$ cat config.mk
export PLATFORM = sky130hd
export DESIGN_NAME = pll_trim_controller
export DESIGN_NICKNAME = d
export VERILOG_FILES = /design/src/rtl/pll_trim_controller.sv
export SDC_FILE = /design/constraint.sdc
export NUM_CORES = 1
export LEC_CHECK = 0
export CORE_MARGIN = 1.5
export CORE_UTILIZATION = 56
export DETAILED_ROUTE_END_ITERATION = 10
export PLACE_DENSITY_LB_ADDON = 0.15
export SLEW_MARGIN = 20
export SYNTH_ARGS = -nofsm -noshare
export SYNTH_HDL_FRONTEND = slang
export SYNTH_SLANG_ARGS = --single-unit
$ cat constraint.sdc
create_clock -name clock -period 7.1 [get_ports clock]
set_input_delay 2.13 -clock clock [delete_from_list [all_inputs] [get_ports clock]]
set_output_delay 2.13 -clock clock [all_outputs]
set_load 0.01 [all_outputs]
$ cat src/rtl/pll_trim_controller.sv
// pll_trim_controller
//
// Frequency-lock controller for a ring-oscillator PLL. It counts `clock` cycles in each half
// period of the slow reference `osc`. On every reference edge it compares the last full-period
// count with the target ratio `div`, then steps a 7-bit trim accumulator up (oscillator too fast)
// or down (too slow). The upper five accumulator bits drive a 26-bit thermometer trim word.
//
// Ports:
//   clock  in   1   fast clock being trimmed (sole clock domain, rising edge)
//   reset  in   1   asynchronous active-low reset, clears all state
//   osc    in   1   slow reference clock, asynchronous to `clock`
//   div    in   5   target `clock` cycles per `osc` period (quasi-static)
//   trim   out  26  thermometer trim code, more ones = more delay
//
// Build option:
//   PLL_CTRL_DEADBAND_EN  when defined, the controller holds while the period sum is within +/-1
//                         of `div`; otherwise an exact comparison is used.

module pll_trim_controller (
    input  logic        clock,
    input  logic        reset,
    input  logic        osc,
    input  logic [4:0]  div,
    output logic [25:0] trim
);

    logic [2:0] oscbuf_q, oscbuf_d;
    logic [2:0] prep_q,   prep_d;
    logic [4:0] count0_q, count0_d;
    logic [4:0] count1_q, count1_d;
    logic [6:0] tval_q,   tval_d;

    logic       edge_ev;
    logic [5:0] sum;
    logic [5:0] div_ext;
    logic       go_up;
    logic       go_dn;
    logic [4:0] tint;

    // Two flops of synchronisation ahead of the compare stage; either polarity is an edge.
    assign edge_ev = oscbuf_q[2] ^ oscbuf_q[1];

    // Both counters are at most 31, so a 6-bit sum cannot overflow.
    assign sum     = {1'b0, count0_q} + {1'b0, count1_q};
    assign div_ext = {1'b0, div};

`ifdef PLL_CTRL_DEADBAND_EN
    // sum <= 62, so sum + 1 still fits in 6 bits; div + 1 <= 32.
    assign go_up = sum > (div_ext + 6'd1);
    assign go_dn = (sum + 6'd1) < div_ext;
`else
    assign go_up = sum > div_ext;
    assign go_dn = sum < div_ext;
`endif

    always_comb begin
        oscbuf_d = {oscbuf_q[1:0], osc};
        prep_d   = prep_q;
        count0_d = count0_q;
        count1_d = count1_q;
        tval_d   = tval_q;

        if (edge_ev) begin
            count1_d = count0_q;
            count0_d = 5'd1;
            prep_d   = {prep_q[1:0], 1'b1};
            // Warm-up: the first three edges only fill the counters with valid half periods.
            if (prep_q == 3'b111) begin
                if (go_up && (tval_q != 7'd127)) begin
                    tval_d = tval_q + 7'd1;
                end else if (go_dn && (tval_q != 7'd0)) begin
                    tval_d = tval_q - 7'd1;
                end
            end
        end else if (count0_q != 5'd31) begin
            count0_d = count0_q + 5'd1;
        end
    end

    always_ff @(posedge clock or negedge reset) begin
        if (!reset) begin
            oscbuf_q <= 3'd0;
            prep_q   <= 3'd0;
            count0_q <= 5'd0;
            count1_q <= 5'd0;
            tval_q   <= 7'd0;
        end else begin
            oscbuf_q <= oscbuf_d;
            prep_q   <= prep_d;
            count0_q <= count0_d;
            count1_q <= count1_d;
            tval_q   <= tval_d;
        end
    end

    // Dropping the two LSBs means one trim bit per four accumulator steps, hiding dither.
    assign tint = tval_q[6:2];

    always_comb begin
        trim = 26'd0;
        for (int i = 0; i < 26; i++) begin
            trim[i] = (tint > 5'(i));
        end
    end

endmodule

Yosys cells after proc, flatten, opt, wreduce, memory -nomap -nowiden:

Index checks and enable logic that the tools add are counted.
Widths: inputs -> output; s select.

* flip-flop bits (word level): 23
* input bits: 8
* output and inout bits: 26

* $add $sub $neg: 4
* equality and inequality tests: 3
* muxes and demuxes: 4
* $lt $le $gt $ge: 28
* bitwise logic cells: 1
* reductions and logical operators: 6

Operators with widths (count)
* $gt 5x5->1 const B: 10
* $gt 5x4->1 const B: 8
* $gt 5x3->1 const B: 4
* $mux 7: 2
* $gt 5x1->1 const B: 2
* $gt 5x2->1 const B: 2
* $mux 5: 2
* $add 7x1->7 const B: 1
* $ne 7x7->1 const B: 1
* $reduce_bool 7->1: 1
* $sub 7x1->7 const B: 1
* $add 5x5->6: 1
* $gt 6x5->1: 1
* $lt 6x5->1: 1
* $add 5x1->5 const B: 1
* $ne 5x5->1 const B: 1
* $reduce_bool 2->1: 2
* $eq 3x3->1 const B: 1
* $reduce_and 3->1: 1
* $logic_and 1x1->1: 2
* $xor 1x1->1: 1

Longest topological paths before layout:

Gate-level depths: netlist of run 1.

* word-level depth: 5
* mapped depth: 17
* depth with buffers taken out: 17

Least setup slack after synthesis of run 1:

Ideal clock, no wire load.

* kind: in2reg
* from: in div[4]
* to: reg tval_q[6]
* data arrival time: 4.505 ns
* stages on the path: 13
* setup time: 0.079 ns
* slack: 2.516 ns
* required time: 7.021 ns
* path buffers: 0
* cells stage by stage: inv_1 -> ha_1 -> and3_1 -> and3_1 -> a31oi_1 -> nand2_1 -> fa_1 -> a211oi_1 -> o21bai_1 -> a21oi_1 -> nand4b_1 -> o21ai_1 -> xor2_1

* longest elaborated chain between the ends: 4
* elaborated cells on any way between the ends: 7
* classes of those cells: 2 x order compare; 1 x mux; 4 x reduce/logical

Ends and longest elaborated chain
* start: declaration: line 23 `input logic [4:0] div,`
* $gt 6x5->1 / $lt 6x5->1 (equally long branches): line 52, 53
* $logic_and 1x1->1 (on tied branches): line 69, 71
* $reduce_bool 2->1 (no source line)
* $reduce_and 3->1 (no source line)
* end signal: assignment: line 92 `tval_q <= tval_d;`
* end: declaration: line 31 `logic [6:0] tval_q, tval_d;`

Several ways; a longest one is shown, not always the timed one.
A chain may end at the register's enable or synchronous reset.

Final worst setup path of run 1:

Ends and elaborated chain as after synthesis.

==> results.ini, run 1 <==
[routing]
routed_wl_mm=3.39
wl_per_cell_um=13.8
drc=4
firstDrtPassIters=8
viasPerCell=5.56
vias=1367
drtAntennaViolNets=0
drt-initial-drc-count=60

[yosys]
yosys_warnings=0
synthAdderAreaFrac_pct=15.5
synth-simple-area-share_pct=19.3
synth_compound_area_share_pct=13.7
ys_seq_area_share_pct=33.7
synth_xor_area_share_pct=6.66
synth_top_family_by_area=simple AND/OR/NAND/NOR gates
synthMuxAreaShare_pct=6.15
netlist_area_um2=1710
ys_seq_elements=23
ys_types=34
syn_avg_cell_area_um2=9.29
netlist_instances=184
synth_fp_nets=212

[placement]
place.gp.congestion=0.907
port_buffers=33
dpl.hpwl_mm=2.63
place_inst=242

[timing]
fmax_mhz=195
drv_slew=0
period_minus_slack_ps=5120
clock_skew_ps=8.15
slew_headroom_pct=47.0
fin_crit_sh_pct=72.1
fin_tns_setup_ps=0
worstMarginPinSlew_ps=790
setup_viol=0
rsz0062_at_grt=no
holdWs_ps=381
hold_viol=0

[floorplan]
die_area_um2=3390
start_util_pct=60.4
fp-row-count=19
ios=34
die_y_um=58.2
fp.coreArea_um2=2830
die_w_um=58.2

[final_layout]
final_cell_mix=nand2_1 (34), clkdlybuf4s50_1 (32), dfrtp_1 (23), ha_1 (18), nor2_1 (12)
finalNonFillerCells=246
layout_commonest_cell=nand2_1
synthToLayoutAreaGrowth_pct=20.4
ff_latch_area_um2=576
fin_util_pct=72.8
drive_above_1_share_pct=6.98
diodes=0
nets=244
multi_input_area_um2=1050
fillers=216

[global_route]
antenna_found_initial=0
grt-ovfl-total=0
grt_pass1_vias=1369
grt_pass1_wl_mm=5.84
grt_max_degree=24
grtUsageTotal_pct=22.2

[power]
p_per_area_nw_per_um2=442
swShare_pct=43.4
clkPwrFrac_pct=7.1
ir_worst_vdd_mv=0.322
p_int_uw=515
p_sw_uw=395
combPwrFrac_pct=67.0
seq_power_share_pct=25.8
p_leak_nw=1.02

[cts]
hold_buffers=0
root_buffer=clkbuf_4
cts.sinks=23
numCtsBuffers=3
post_cts_resized=0
cts_tree=built
htreeDepth=1
path_clk_slew_ps=140
clkLatencyLatePin_ps=320
cts_setup_buffers=0
cts_max_path_buffers=2

[setup_path]
end_kind=flop
cp_max_fo=6
worstPathArrival_ps=5360
cp.required_ps=7350
cp-start-kind=primary input
critical_path_class=in -> reg

[flow_run]
drv_cap=0

[worst_hold_path]
worstHoldPathType=reg -> reg

[status]
status=complete, but fails checks
violations=DRC

registers in the layout, summed over array words and instances (netlist names):
signal and cells:
tval_q 7, count1_q 5, prep_q 3, count0_q 5, oscbuf_q 3
final cells by class:
cell class,instances,share of cell area [%]
clock inverter,1,0.365
inverter,11,2.01
multi-input combinational,144,50.9
timing repair buffer,33,15.8
tap,31,1.88
clock buffer,3,1.09
sequential,23,28.0
per-stage QoR:
step	setup WS, ps	power [mW]	instance area (µm²)
3_5_place_dp	1730	0.843	2030
2_1_floorplan	2520	0.617	1710
3_3_place_gp	1860	0.818	2030
6_report	1980	0.910	2060
4_1_cts	2030	0.912	2060
5_1_grt	1740	0.987	2060
worst max-delay path, cell delays in order:
cell	delay (ps)
clkdlybuf4s50_1	450
inv_1	40
ha_1	300
and3_1	200
and3_1	190
a31oi_1	290
nand2_1	250
fa_1	480
a211oi_1	330
o21bai_1	130
a21oi_1	190
nand4b_1	110
o21ai_1	110
xor2_1	160
layer usage:
| layer | global-route usage, % | up-vias | wire, µm |
|---|---|---|---|
| li1 | - | 682 | - |
| met1 | 29.4 | 645 | 1560 |
| met2 | 37.8 | 36 | 1640 |
| met3 | 2.90 | 4 | 173 |
| met4 | 6.98 | 0 | 23 |
| met5 | 0 | - | 0 |
power groups by stage:
stage,clock [mW],sequential [mW],combinational (mW)
2_1_floorplan,0,0.199,0.418
3_5_place_dp,0,0.236,0.607
4_1_cts,0.0654,0.234,0.612
3_3_place_gp,0,0.231,0.587
5_1_grt,0.0710,0.243,0.673
6_report,0.0646,0.235,0.610
cells by family (layout without fill, tap and decap cells):
group | Yosys count | in the layout
AO/OA/AOI/OAI | 36 | 36
adder cells (fa/ha/maj) | 20 | 20
buffers and inverters | 17 | 48
multiplexers | 8 | 8
flip-flops | 23 | 23
AND/OR/NAND/NOR | 67 | 67
XOR/XNOR | 13 | 13
Yosys cell counts:
master	n	share of area, %
nand2b_1	2	0.73
o211a_1	1	0.59
buf_6	3	2.0
xnor2_1	6	3.1
inv_2	1	0.22
or3_4	1	0.66
and3_1	3	1.1
nor4_2	1	0.73
mux2i_1	3	1.8
a31oi_1	1	0.37
nor2_1	12	2.6
dfrtp_1	23	34
o21ai_0	4	1.2
a21o_1	5	2.2
mux2_4	5	4.4
xor2_1	7	3.6
a21boi_1	6	2.6
a211oi_1	1	0.44
nand3_1	3	0.88
ha_1	18	13
nand4b_1	2	1.0
nor2b_1	5	1.8
nand2_1	34	7.5
fa_1	2	2.3
nor3_1	1	0.29
clkbuf_1	3	0.66
o21a_1	1	0.44
o21bai_1	6	2.6
o21ai_1	2	0.59
nand4_1	1	0.37
a21oi_1	9	2.6
nand2_8	1	1.2
nor2_2	1	0.37
inv_1	10	2.2
final timing paths:
path,from,to,slack [ps],cells after the start
worst max-delay path,div[4],tval_q[6],1980,14
worst min-delay path,oscbuf_q[0],oscbuf_q[1],380,0
worst max register to register,count0_q[0],tval_q[6],2680,17
worst min register to register,oscbuf_q[0],oscbuf_q[1],380,0
max in group asynchronous,reset,tval_q[2],5000,1
min in group asynchronous,reset,oscbuf_q[1],1750,1
Power figures use the tool's default switching activity.
==> run 2, diff against run 1 <==
CORE_UTILIZATION = 52   (was 56)
clock period = 4.85 ns   (was 7.1 ns; I/O delays follow)
==> run 2 against run 1 <==
  * The run now ends clean
  * Worst setup slack lost 1500 ps
  * Global-route usage shrank 3.0 points
  * Routed wire length shrank 2.5%
  * Worst hold slack lost 14 ps
  * Power grew 46%
  * Core utilization shrank 5.5 points
  * Final cell count grew 5.3%
  * Sequential share of layout area shrank 0.17 points
  * Die area grew 7.3%
  * Critical path depth is the same
  * Highest routed layer unchanged
  * Clock skew shrank 6.8 ps
==> results.ini, run 2 (synthesized netlist as in run 1, its figures left out) <==
[global_route]
grt_max_degree=24
antenna_found_initial=0
grt_pass1_vias=1251
grt-ovfl-total=0
grtUsageTotal_pct=19.2
grt_pass1_wl_mm=5.31

[floorplan]
ios=34
fp-row-count=20
die_w_um=60.3
fp.coreArea_um2=3080
die_area_um2=3640
die_y_um=60.3
start_util_pct=55.5

[worst_hold_path]
worstHoldPathType=reg -> reg
min_path_cells=0

[power]
p_per_area_nw_per_um2=640
ir_worst_vdd_mv=0.264
p_leak_nw=1.02
power.total_mw=1.32

[routing]
routed_wl_mm=3.30
firstDrtPassIters=4
drtAntennaViolNets=0
viasPerCell=5.41
drc=0
wl_per_cell_um=12.8
vias=1401
drt-initial-drc-count=57

[final_layout]
synthToLayoutAreaGrowth_pct=21.2
layout_commonest_cell=nand2_1
drive_above_1_share_pct=6.51
top_register=tval_q
final_cell_mix=nand2_1 (34), clkdlybuf4s50_1 (32), dfrtp_1 (23), ha_1 (18), nor2_1 (12)
finalNonFillerCells=259
nets=244
largest_reg_flops=7
reg.largest.list=tval_q: 7 flops, count0_q: 5 flops, count1_q: 5 flops
fin_area_um2=2070
fin_util_pct=67.3
diodes=0
fillers=266

[cts]
cts_setup_buffers=0
numCtsBuffers=3
path_clk_slew_ps=110
hold_buffers=0
cts_max_path_buffers=2
root_buffer=clkbuf_4
post_cts_resized=0
htreeDepth=1
cts.sinks=23
clkLatencyLatePin_ps=300
cts_tree=built

[status]
status=finished clean

[setup_path]
critical_path_class=in -> reg
cp.required_ps=5090
worstPathArrival_ps=4620
cp_max_fo=6
reg2regPathDepth=17
end_kind=flop
cp-start-kind=primary input

[timing]
drv_slew=0
fin_tns_setup_ps=0
period_minus_slack_ps=4390
worstMarginPinSlew_ps=819
setup_viol=0
fmax_mhz=228
holdWs_ps=367
rsz0062_at_grt=no
setup_ws_ps=461
slew_headroom_pct=45.0
hold_viol=0
clock_skew_ps=1.32
fin_crit_sh_pct=90.5

[placement]
dpl.hpwl_mm=2.63
place_ws_ps=204
place_area_um2=2050
place_inst=255
place.gp.congestion=0.870
port_buffers=33

[flow_run]
drv_cap=0

[run 2: where the power goes]
part / total, mW / internal [mW] / switching, mW / leakage, nW
logic: 0.897 / 0.485 / 0.413 / 0.726
clock network: 0.0855 / 0.0321 / 0.0534 / 0.0150
registers: 0.342 / 0.239 / 0.103 / 0.279
[run 2: cell type report]
cell class | count | area (µm²) | area share, %
flip-flops and latches | 23 | 576 | 27.8
multi-input cells | 144 | 1050 | 50.6
clock buffers | 4 | 26.3 | 1.27
well taps | 44 | 55.1 | 2.66
repair buffers | 33 | 325 | 15.7
inverters | 11 | 41.3 | 1.99
[run 2: final timing paths]
path	start	endpoint	slack (ps)
setup / recovery	div[4]	tval_q[6]	460
hold / removal	oscbuf_q[0]	oscbuf_q[1]	370
setup reg to reg	count0_q[0]	tval_q[6]	480
hold reg to reg	oscbuf_q[0]	oscbuf_q[1]	370
max in group asynchronous	reset	tval_q[3]	3420
min in group asynchronous	reset	count0_q[0]	1090
[run 2: per-layer routing]
layer	track usage [%]	vias up	part of all wire (%)
met3	1.49	4	5.1
li1	-	681	-
met2	33.5	39	48
met4	6.98	0	1.3
met1	24.9	677	46
met5	0	-	0
[run 2: worst max-delay path, cell delays in order]
cell and delay (ps):
clkdlybuf4s50_1 450, inv_1 40, ha_1 290, and3_1 190, and3_1 180, a31oi_1 270, nand2_1 230, fa_1 480
a211oi_1 330, o21bai_1 130, a21oi_1 200, nand4b_1 110, o21ai_1 110, xor2_1 160
==> run 3, diff against run 2 <==
ABC_CLOCK_PERIOD_IN_PS = 4850   (was default)
==> results of run 3 <==
No change in the layout: final DEF, timing and power equal those of run 2.
